--- config.mk ---
export PLATFORM = sky130hd
export DESIGN_NAME = ram_arbiter_flat
export DESIGN_NICKNAME = d
export VERILOG_FILES = /design/src/rtl/trs80_mem_pkg.sv /design/src/rtl/ram_arbiter_if.sv /design/src/rtl/ld_fifo.sv /design/src/rtl/ram_arbiter.sv /design/src/flat_wrapper.sv
export SDC_FILE = /design/constraint.sdc
export NUM_CORES = 1
export LEC_CHECK = 0
export CAP_MARGIN = 40
export CORE_UTILIZATION = 55
export CTS_BUF_LIST = sky130_fd_sc_hd__clkbuf_2 sky130_fd_sc_hd__clkbuf_4 sky130_fd_sc_hd__clkbuf_8
export DETAILED_ROUTE_END_ITERATION = 10
export MAX_ROUTING_LAYER = met4
export PLACE_DENSITY_LB_ADDON = 0.12
export SKIP_CTS_REPAIR_TIMING = 1
export SLEW_MARGIN = 20
export SYNTH_ARGS = -nofsm -noshare
export SYNTH_HDL_FRONTEND = slang
export SYNTH_HIERARCHICAL = 1
export SYNTH_SLANG_ARGS = --single-unit
--- constraint.sdc ---
create_clock -name clk -period 3.7 [get_ports clk]
set_input_delay 0.555 -clock clk [delete_from_list [all_inputs] [get_ports clk]]
set_output_delay 0.555 -clock clk [all_outputs]
set_load 0.005 [all_outputs]
--- src/rtl/trs80_mem_pkg.sv ---
// Shared types for the TRS-80 memory subsystem: arbiter FSM states, the
// loader write-buffer entry and the default RAM address width.
package trs80_mem_pkg;

    localparam int ADDR_W_DEFAULT = 16;

    typedef enum logic [1:0] {
        IDLE,
        CPU_RD,
        CPU_WR,
        LD_WR
    } arb_state_t;

    // One buffered loader write; the address field is sized for the default
    // RAM, so ADDR_W on the arbiter must not exceed ADDR_W_DEFAULT.
    typedef struct packed {
        logic [ADDR_W_DEFAULT-1:0] addr;
        logic [7:0]                data;
    } ld_entry_t;

endpackage

--- src/rtl/ram_arbiter_if.sv ---
// Bus bundle between the RAM arbiter and its neighbours (Z80 memory decode,
// SPI file loader, RAM macro). The master modport is the arbiter, which owns
// the RAM port; the slave modport is the surrounding system.
interface ram_arbiter_if import trs80_mem_pkg::*; #(
    parameter int ADDR_W = ADDR_W_DEFAULT
);
    // CPU side
    logic              cpu_req;
    logic              cpu_we;
    logic [ADDR_W-1:0] cpu_addr;
    logic [7:0]        cpu_din;
    logic [7:0]        cpu_dout;
    logic              cpu_ack;
    logic              cpu_wait;
    // Loader side
    logic              ld_downloading;
    logic              ld_wr;
    logic [24:0]       ld_addr;
    logic [7:0]        ld_data;
    logic              ld_busy;
    logic              ld_overflow;
    logic              ld_oob;
    // RAM side
    logic [ADDR_W-1:0] ram_addr;
    logic [7:0]        ram_din;
    logic              ram_we;
    logic [7:0]        ram_q;

    modport master (
        input  cpu_req, cpu_we, cpu_addr, cpu_din,
        output cpu_dout, cpu_ack, cpu_wait,
        input  ld_downloading, ld_wr, ld_addr, ld_data,
        output ld_busy, ld_overflow, ld_oob,
        output ram_addr, ram_din, ram_we,
        input  ram_q
    );

    modport slave (
        output cpu_req, cpu_we, cpu_addr, cpu_din,
        input  cpu_dout, cpu_ack, cpu_wait,
        output ld_downloading, ld_wr, ld_addr, ld_data,
        input  ld_busy, ld_overflow, ld_oob,
        input  ram_addr, ram_din, ram_we,
        output ram_q
    );

endinterface

--- src/rtl/ld_fifo.sv ---
// Synchronous FIFO buffering loader writes until the arbiter finds a free
// RAM slot. DEPTH must be a power of two so the pointers wrap naturally.
// A push while full is only legal together with a pop; the caller gates it.
module ld_fifo #(
    parameter int  DEPTH = 4,
    parameter int  WIDTH = 24,
    localparam int AW    = $clog2(DEPTH)
) (
    input  logic             clk,
    input  logic             reset_n,
    input  logic             push,
    input  logic             pop,
    input  logic [WIDTH-1:0] din,
    output logic [WIDTH-1:0] dout,
    output logic [AW:0]      count,
    output logic             full,
    output logic             empty
);

    localparam logic [AW:0] FULL_CNT = (AW+1)'(DEPTH);

    logic [WIDTH-1:0] mem [DEPTH];
    logic [AW-1:0]    wr_ptr;
    logic [AW-1:0]    rd_ptr;

    // Entry storage, written at the tail on every accepted push.
    // NOTE: storage is deliberately left without reset; an entry is only
    // observed once count marks it valid, and a reset-free array maps onto
    // plain RAM/register-file cells.
    always_ff @(posedge clk) begin
        if (push) begin
            mem[wr_ptr] <= din;
        end
    end

    // Head/tail pointers and occupancy; reset flushes the buffer.
    // NOTE: sequential state uses non-blocking assignments so every register
    // samples pre-edge values regardless of statement order.
    always_ff @(posedge clk or negedge reset_n) begin
        if (!reset_n) begin
            wr_ptr <= '0;
            rd_ptr <= '0;
            count  <= '0;
        end else begin
            if (push) wr_ptr <= wr_ptr + 1'b1;
            if (pop)  rd_ptr <= rd_ptr + 1'b1;
            if (push && !pop)      count <= count + 1'b1;
            else if (pop && !push) count <= count - 1'b1;
        end
    end

    assign dout  = mem[rd_ptr];
    assign full  = (count == FULL_CNT);
    assign empty = (count == '0);

endmodule

--- src/rtl/ram_arbiter.sv ---
// Shares the single-port system RAM between the Z80 bus and the SPI file
// loader. Loader writes are buffered in ld_fifo and drained in slots the CPU
// leaves idle; the loader takes priority only when the buffer is nearly full.
// Optional build macro ARB_CPU_HOLD_EN: hold the CPU off the RAM for the
// whole download, until ld_busy falls.
module ram_arbiter import trs80_mem_pkg::*; #(
    parameter int ADDR_W     = ADDR_W_DEFAULT,
    parameter int FIFO_DEPTH = 4,
    parameter int RAM_LAT    = 1
) (
    input  logic          clk,
    input  logic          reset_n,
    ram_arbiter_if.master bus
);

    localparam int              CW         = $clog2(FIFO_DEPTH) + 1;
    localparam logic [CW-1:0]   URGENT_CNT = CW'(FIFO_DEPTH - 1);
    localparam logic [1:0]      LAT_LAST   = 2'(RAM_LAT - 1);

    arb_state_t        state;
    logic [1:0]        lat_cnt;
    logic [ADDR_W-1:0] ram_addr_q;
    logic [7:0]        ram_din_q;
    logic              ram_we_q;
    logic              cpu_ack_q;
    logic [7:0]        dout_q;
    logic              dl_q;
    logic              overflow_q;
    logic              oob_q;

    ld_entry_t         push_entry;
    ld_entry_t         head;
    logic [CW-1:0]     fifo_count;
    logic              fifo_full;
    logic              fifo_empty;
    logic              push;
    logic              pop;
    logic              in_range;
    logic              ld_busy;
    logic              cpu_hold;
    logic              cpu_ok;
    logic              ld_urgent;
    logic              rd_ack;

    ld_fifo #(
        .DEPTH (FIFO_DEPTH),
        .WIDTH ($bits(ld_entry_t))
    ) u_fifo (
        .clk     (clk),
        .reset_n (reset_n),
        .push    (push),
        .pop     (pop),
        .din     (push_entry),
        .dout    (head),
        .count   (fifo_count),
        .full    (fifo_full),
        .empty   (fifo_empty)
    );

    assign in_range   = (bus.ld_addr >> ADDR_W) == '0;
    assign push_entry = '{addr: ADDR_W_DEFAULT'(bus.ld_addr[ADDR_W-1:0]), data: bus.ld_data};
    // The drain slot pops in the same cycle it drives ram_we, so a push into a
    // full buffer during LD_WR still fits.
    assign pop        = (state == LD_WR);
    assign push       = bus.ld_wr & in_range & (~fifo_full | pop);
    assign ld_busy    = bus.ld_downloading | ~fifo_empty;
    assign ld_urgent  = fifo_count >= URGENT_CNT;

`ifdef ARB_CPU_HOLD_EN
    assign cpu_hold = ld_busy;
`else
    assign cpu_hold = 1'b0;
`endif

    // A read ack is presented while back in IDLE with cpu_req still high;
    // masking with the ack keeps that same request from being granted twice.
    assign cpu_ok = bus.cpu_req & ~cpu_ack_q & ~cpu_hold;
    assign rd_ack = cpu_ack_q & (state == IDLE);

    // Sticky drop flags: cleared when a new download starts, set on a drop.
    always_ff @(posedge clk or negedge reset_n) begin
        if (!reset_n) begin
            dl_q       <= 1'b0;
            overflow_q <= 1'b0;
            oob_q      <= 1'b0;
        end else begin
            dl_q <= bus.ld_downloading;
            if (bus.ld_downloading && !dl_q) begin
                overflow_q <= 1'b0;
                oob_q      <= 1'b0;
            end
            if (bus.ld_wr && !in_range)                      oob_q      <= 1'b1;
            if (bus.ld_wr && in_range && fifo_full && !pop)  overflow_q <= 1'b1;
        end
    end

    // Arbiter FSM with registered RAM port and CPU ack.
    always_ff @(posedge clk or negedge reset_n) begin
        if (!reset_n) begin
            state      <= IDLE;
            lat_cnt    <= '0;
            ram_addr_q <= '0;
            ram_din_q  <= '0;
            ram_we_q   <= 1'b0;
            cpu_ack_q  <= 1'b0;
        end else begin
            unique case (state)
                IDLE: begin
                    ram_we_q  <= 1'b0;
                    cpu_ack_q <= 1'b0;
                    lat_cnt   <= '0;
                    if (ld_urgent || (!cpu_ok && !fifo_empty)) begin
                        state      <= LD_WR;
                        ram_addr_q <= head.addr[ADDR_W-1:0];
                        ram_din_q  <= head.data;
                        ram_we_q   <= 1'b1;
                    end else if (cpu_ok) begin
                        ram_addr_q <= bus.cpu_addr;
                        ram_din_q  <= bus.cpu_din;
                        if (bus.cpu_we) begin
                            state     <= CPU_WR;
                            ram_we_q  <= 1'b1;
                            cpu_ack_q <= 1'b1;
                        end else begin
                            state <= CPU_RD;
                        end
                    end
                end
                CPU_RD: begin
                    ram_we_q <= 1'b0;
                    if (lat_cnt == LAT_LAST) begin
                        cpu_ack_q <= 1'b1;
                        state     <= IDLE;
                    end else begin
                        lat_cnt <= lat_cnt + 1'b1;
                    end
                end
                CPU_WR: begin
                    ram_we_q  <= 1'b0;
                    cpu_ack_q <= 1'b0;
                    state     <= IDLE;
                end
                LD_WR: begin
                    ram_we_q <= 1'b0;
                    state    <= IDLE;
                end
                default: state <= IDLE;
            endcase
        end
    end

    // Last read data, held for the CPU until the next read completes.
    always_ff @(posedge clk or negedge reset_n) begin
        if (!reset_n) begin
            dout_q <= '0;
        end else if (rd_ack) begin
            dout_q <= bus.ram_q;
        end
    end

    // In the read-ack cycle the RAM output is forwarded directly so the data
    // lines up with cpu_ack; afterwards the held copy is shown.
    assign bus.cpu_dout    = rd_ack ? bus.ram_q : dout_q;
    assign bus.cpu_ack     = cpu_ack_q;
    assign bus.cpu_wait    = bus.cpu_req & ~cpu_ack_q;
    assign bus.ld_busy     = ld_busy;
    assign bus.ld_overflow = overflow_q;
    assign bus.ld_oob      = oob_q;
    assign bus.ram_addr    = ram_addr_q;
    assign bus.ram_din     = ram_din_q;
    assign bus.ram_we      = ram_we_q;

endmodule

--- src/flat_wrapper.sv ---
// flat-port wrapper written by rule: the top's interface ports become plain ports
module ram_arbiter_flat import trs80_mem_pkg::*;
#(
    parameter int ADDR_W     = ADDR_W_DEFAULT,
    parameter int FIFO_DEPTH = 4,
    parameter int RAM_LAT    = 1
)
  (clk, reset_n, bus_cpu_req, bus_cpu_we, bus_cpu_addr, bus_cpu_din, bus_cpu_dout, bus_cpu_ack, bus_cpu_wait, bus_ld_downloading, bus_ld_wr, bus_ld_addr, bus_ld_data, bus_ld_busy, bus_ld_overflow, bus_ld_oob, bus_ram_addr, bus_ram_din, bus_ram_we, bus_ram_q);
  ram_arbiter_if #(.ADDR_W(ADDR_W)) bus_i ();
  input  logic clk;
  input  logic reset_n;
  input wire logic [$bits(bus_i.cpu_req)-1:0] bus_cpu_req;
  input wire logic [$bits(bus_i.cpu_we)-1:0] bus_cpu_we;
  input wire logic [$bits(bus_i.cpu_addr)-1:0] bus_cpu_addr;
  input wire logic [$bits(bus_i.cpu_din)-1:0] bus_cpu_din;
  output wire logic [$bits(bus_i.cpu_dout)-1:0] bus_cpu_dout;
  output wire logic [$bits(bus_i.cpu_ack)-1:0] bus_cpu_ack;
  output wire logic [$bits(bus_i.cpu_wait)-1:0] bus_cpu_wait;
  input wire logic [$bits(bus_i.ld_downloading)-1:0] bus_ld_downloading;
  input wire logic [$bits(bus_i.ld_wr)-1:0] bus_ld_wr;
  input wire logic [$bits(bus_i.ld_addr)-1:0] bus_ld_addr;
  input wire logic [$bits(bus_i.ld_data)-1:0] bus_ld_data;
  output wire logic [$bits(bus_i.ld_busy)-1:0] bus_ld_busy;
  output wire logic [$bits(bus_i.ld_overflow)-1:0] bus_ld_overflow;
  output wire logic [$bits(bus_i.ld_oob)-1:0] bus_ld_oob;
  output wire logic [$bits(bus_i.ram_addr)-1:0] bus_ram_addr;
  output wire logic [$bits(bus_i.ram_din)-1:0] bus_ram_din;
  output wire logic [$bits(bus_i.ram_we)-1:0] bus_ram_we;
  input wire logic [$bits(bus_i.ram_q)-1:0] bus_ram_q;
  assign bus_i.cpu_req = bus_cpu_req;
  assign bus_i.cpu_we = bus_cpu_we;
  assign bus_i.cpu_addr = bus_cpu_addr;
  assign bus_i.cpu_din = bus_cpu_din;
  assign bus_cpu_dout = bus_i.cpu_dout;
  assign bus_cpu_ack = bus_i.cpu_ack;
  assign bus_cpu_wait = bus_i.cpu_wait;
  assign bus_i.ld_downloading = bus_ld_downloading;
  assign bus_i.ld_wr = bus_ld_wr;
  assign bus_i.ld_addr = bus_ld_addr;
  assign bus_i.ld_data = bus_ld_data;
  assign bus_ld_busy = bus_i.ld_busy;
  assign bus_ld_overflow = bus_i.ld_overflow;
  assign bus_ld_oob = bus_i.ld_oob;
  assign bus_ram_addr = bus_i.ram_addr;
  assign bus_ram_din = bus_i.ram_din;
  assign bus_ram_we = bus_i.ram_we;
  assign bus_i.ram_q = bus_ram_q;
  ram_arbiter #(.ADDR_W(ADDR_W), .FIFO_DEPTH(FIFO_DEPTH), .RAM_LAT(RAM_LAT)) u_core (.clk(clk), .reset_n(reset_n), .bus(bus_i));
endmodule
# == Word level (Yosys, flattened, before mapping) ==
# Memories as Yosys holds them, arrays and structs flattened.
# Index checks and enable logic that the tools add are counted.
# op_classes
addsub,5
n_lt_le_gt_ge,1
n_eq_ne,7
n_mux,26
n_bitwise,9
n_reduce_logical,31
# ops
op,n
2-to-1 mux 16 bit,2
logical NOT 25 bit,1
2-to-1 mux 8 bit,3
2-to-1 mux 1 bit,10
2-to-1 mux 2 bit,5
nonzero test 2 bit,5
logical AND 1 bit,8
AND reduction 2 bit,4
adder 2 x 1 -> 2 bit (second input constant),3
logical NOT 1 bit,6
2-to-1 mux 3 bit,2
case mux 2 bit (3 select lines),1
bitwise AND 1 bit,4
equality test 2 bit (second input constant),2
logical NOT 2 bit,2
case mux 2 bit (2 select lines),1
adder 3 x 1 -> 3 bit (second input constant),1
equality test 3 bit (second input constant),1
>= comparator 3 x 2 -> 1 bit (second input constant),1
logical NOT 3 bit,1
!= test 3 x 2 -> 1 bit (second input constant),1
inverter 1 bit,3
case mux 1 bit (3 select lines),1
nonzero test 3 bit,1
other kinds (9),10
# word_totals
ff_bits,48
mem_bits_rw,96
inputBits,71
output_inout_bits,38
memories,1
# memory_table
memory,depth,word_bits,rd,rd_ports_with_merged_regs,write_ports,line,text
u_core.u_fifo.mem,4,24,1,0,1,ld_fifo.sv:22,logic [WIDTH-1:0] mem [DEPTH];

# == Longest topological paths before layout ==
# logic_depth
word_depth,8
depth_mapped,10
ltp_nobuf,10

# == Modules after synthesis ==
# The synthesis kept the hierarchy.
# modules_own_cells
module,instances,cells_per_inst,area_per_inst_um2,seq_area_each_um2
ld_fifo,1,160,3902.5,3057.9
ram_arbiter,1,209,2029.4,1026.0

# == Least setup slack after synthesis ==
# No wires, ideal clock.
# synth_timing
path_kind,input-to-reg
startpoint,input port bus_ld_addr[18]
endpoint,register u_core.u_fifo.count[2]
setup_ns,0.079
t_arrival_ns,2.264
setup_slack_ns,1.357
stages,9
n_path_buf,0
path_cell_list,nor4_1 -> nand3_1 -> nor2_1 -> ha_1 -> inv_1 -> fa_1 -> xor2_1 -> nor2_1 -> xor2_1
# synth_via
elab_chain_cells,6
# synth_lines
item,line,text
"start, declared",flat_wrapper.sv:21,input wire logic [$bits(bus_i.ld_addr)-1:0] bus_ld_addr;
logical NOT 25 bit *,ram_arbiter.sv:60,assign in_range = (bus.ld_addr >> ADDR_W) == '0;
bitwise AND 1 bit * (2 in series),ram_arbiter.sv:65,assign push = bus.ld_wr & in_range & (~fifo_full | pop);
named net u_core.push,ram_arbiter.sv:36,logic push;
logical NOT 1 bit,ld_fifo.sv:48,else if (pop && !push) count <= count - 1'b1;
logical AND 1 bit,ld_fifo.sv:48,
nonzero test 2 bit (no source line),--,
"end signal, assigned",ld_fifo.sv:47,if (push && !pop) count <= count + 1'b1;
"end signal, assigned",ld_fifo.sv:48,
"end, declared",ld_fifo.sv:15,"output logic [AW:0] count,"
# Mark *: on every way through the listed nets, which the timed path passes. The rest lies on a longest branch.
# A chain may end at the register's enable or synchronous reset.

# == Worst setup path in the final report ==
# layout_timing
startpoint,register u_core.state[0]
endpoint,output port bus_cpu_dout[5]
# layout_via
elab_chain_cells,3
# layout_lines
item,line,text
"start, declared",ram_arbiter.sv:20,arb_state_t state;
"start signal, assigned",ram_arbiter.sv:100,state <= IDLE;
"start signal, assigned",ram_arbiter.sv:113,state <= LD_WR;
"start signal, assigned",ram_arbiter.sv:121,state <= CPU_WR;
logical NOT 2 bit,ram_arbiter.sv:78,assign rd_ack = cpu_ack_q & (state == IDLE);
bitwise AND 1 bit,ram_arbiter.sv:78,
2-to-1 mux 8 bit,ram_arbiter.sv:163,assign bus.cpu_dout = rd_ack ? bus.ram_q : dout_q;
"end, declared",flat_wrapper.sv:16,output wire logic [$bits(bus_i.cpu_dout)-1:0] bus_cpu_dout;
# No other way between the ends.

==> impl_results.md <==
* Status: finished, final reports clean
* Area delta synth->final at 27.21%
* Worst-path fanout max at 8
* Post-synth cell types at 36
* Setup TNS at 0 ns
* Post-route cell area at around 7500 µm²
* Power Dens Cells at 622.2 nW/µm²
* RSZ-0062 raised after global routing: no
* Synth area leader: edfxtp_1
* Drt first pass iters at 4
* Worst slew pin tran at approximately 0.70 ns
* Fill count at 667
* Count of final hold-check violations at 0
* Peak VDD IR at around 0.32 mV
* Clock Sinks at approximately 140
* WL/cell at ~17 µm
* Largest net degree at the start of global routing at 36
* Initial cell density of the core at 0.5720
* Critical Path RT at 3.14 ns
* DRT Wirelength at between 10 and 15 mm
* Routed via count at 3456
* Clk_skew at 0.01097 ns
* Post-synthesis cell count at 369
* CTS tree: yes
* Via density at approximately 5.4
* Maximum clock path buffer count at 2
* Die Height at ~110 µm
* Syn avg cell area at between 15 and 20 µm²
* Worst-path clk slew at ~0.09 ns
* Fin crit share at 0.7613
* Rel. slew slack at 0.5296
* Share of layout cells above drive strength 1 at 0.1514
* Peak Freq at roughly 360 MHz
* Number of CTS-inserted buffers at 17
* Synth top area share at 0.4860
* Worst skew pair latency at approximately 0.42 ns
* Async set or reset register ratio after synthesis at 0.3333
* Dpl cell area at approximately 7200 µm²
* All-Layer GR Usage at 0.2227
* Lkg Pwr at around 2.8 nW
* Die ar. at 11200 µm²
* Max Cap Viol at 0
* Crit Path Category: flip-flop to output pin
* I/O Buffers at around 110
* Post-synth EDFFs at 96
* Minimum clock period at ~2.8 ns
* CP endpoint kind: output pin
* Final setup margin at between 0.8 and 0.9 ns
* Startpoint types: flip-flop
* Critical path arrival at around 2.3 ns
* Most numerous cell in the Yosys netlist: edfxtp_1
* ANT cells at 0
* H-tree depth at 4
* Synth Register Bits at roughly 140
* Worst Hold Class: primary input to asynchronous set/reset pin
* I/O pin cnt at about 110
* Seq/Total Area, Yosys at 0.6885
* Slew Limit Fails at 0
* Final setup vio count at 0
* Chip width at 105.9 µm
* Clock Tree Root: clkbuf_8
* Reg-to-Reg Start: u_core/state[0]
* Initial antenna violation count at 0
* Core Box Area at slightly above 10000 µm²
* Max incr delay on CP at 0.46 ns
* CP cell instances: inv_1 -> ha_1 -> nand2_1 -> mux2_2 -> clkdlybuf4s50_1
* Vias in the first global route at 3508
* Synth cell count leaders: 96 x edfxtp_1, 48 x dfrtp_1, 35 x inv_1
* First-pass GRT wire length at approximately 18 mm
* Fin nets at 571
* Initial drt markers at 254
* Routed Antenna Nets at 0
* Dpl ws at around 0.67 ns
* Dominant synthesized flop cell: edfxtp_1
* Synth warn at 6
* Min Hold Slack at 0.07284 ns
* Synth top area cells: edfxtp_1 49%, dfrtp_1 20%, mux4_2 6.8%
* Mapped cell area at 5932 µm²
* Total gr overflow at 0
* CP max stage cell: clkdlybuf4s50_1
* Row Count at 37
* Syn_nets at approximately 450
* DRC errors left at 0
* Crit path from: u_core/state[0]
* Detailed placer's ending HPWL at about 7.6 mm
* Placer Congestion at a little under 0.7
[power breakdown]
part | switching [mW] | internal (mW)
Combinational | 0.589 | 0.837
Sequential | 0.181 | 1.94
Clock | 0.652 | 0.499
[per-layer routing]
metal,routed length [µm],GRT usage,vias up,share of wire
met2,5485,0.3557,94,0.49
met1,5066,0.2930,1715,0.46
met4,48,0.05258,0,0.0043
li1,-,-,1643,-
met5,0,-,-,0
met3,489,0.05318,4,0.044
[placed cells by master (no fill, tap or decap), drive strengths merged, types with 12 or more instances in the layout]
| cell | Yosys | layout |
|---|---|---|
| a311oi | 24 | 24 |
| buf | 14 | 12 |
| clkbuf | 4 | 17 |
| clkdlybuf4s50 | 0 | 107 |
| dfrtp | 48 | 48 |
| edfxtp | 96 | 96 |
| inv | 36 | 44 |
| mux4 | 24 | 24 |
| nor2 | 30 | 30 |
| nor3 | 26 | 26 |
[final cells by class]
type                            count  area (µm²)  area share
Tap cell                          136       170.2     0.02255
Multi-Input combinational cell    171        1589      0.2106
Sequential cell                   144        4084      0.5412
Clock inverter                     15       147.6     0.01957
Clock buffer                       17       234.0     0.03101
Timing Repair Buffer              119        1186      0.1572
Inverter                           36       135.1     0.01791
[worst max-delay path, delay by kind of cell (launching register included)]
family        cells  cell delay (ns)
buf+inv           2             0.54
flops             1             0.40
mux               1             0.39
simple gates      1             0.29
fa+ha+maj         1             0.22
[per-stage QoR]
stage                 util  total power, mW  cells
CTS                 0.7277            4.742    638
floorplan                -            2.982    369
global route        0.7277            4.957    638
detailed placement  0.6909            3.599    606
global placement    0.6861            3.560    603
finish              0.7277            4.695    638
[state kept, by name, summed over array words and instances (netlist names), 2 cells and up]
name / cells
u_core/u_fifo/mem: 96
u_core/bus.ram_addr: 16
u_core/bus.ram_din: 8
u_core/dout_q: 8
u_core/u_fifo/count: 3
u_core/lat_cnt: 2
u_core/state: 2
u_core/u_fifo/rd_ptr: 2
u_core/u_fifo/wr_ptr: 2
[cell families (layout without fill, tap and decap cells)]
kind of cell	after synthesis	after routing	share of synthesized area
xor gates and xnor gates	7	7	0.01034
DFF	144	144	0.6885
buffers and inverters	54	187	0.04366
AOI/OAI and AO/OA	41	41	0.05632
muxes	34	34	0.1139
adders and majority gates	11	11	0.02447
and+or+nand+nor	78	78	0.06286
[final timing paths]
check | end | slack, ns | cells after the start
min in group clk | u_core/dout_q[0] | 0.50 | 1
worst max register to register | u_core/u_fifo/count[2] | 1.24 | 9
worst min register to register | u_core/dout_q[0] | 0.50 | 1
worst min-delay path | u_core/dout_q[0] | 0.07 | 1
worst max-delay path | bus_cpu_dout[5] | 0.88 | 5
max in group asynchronous | u_core/state[0] | 3.09 | 2
(Power assumes the default switching activity.)
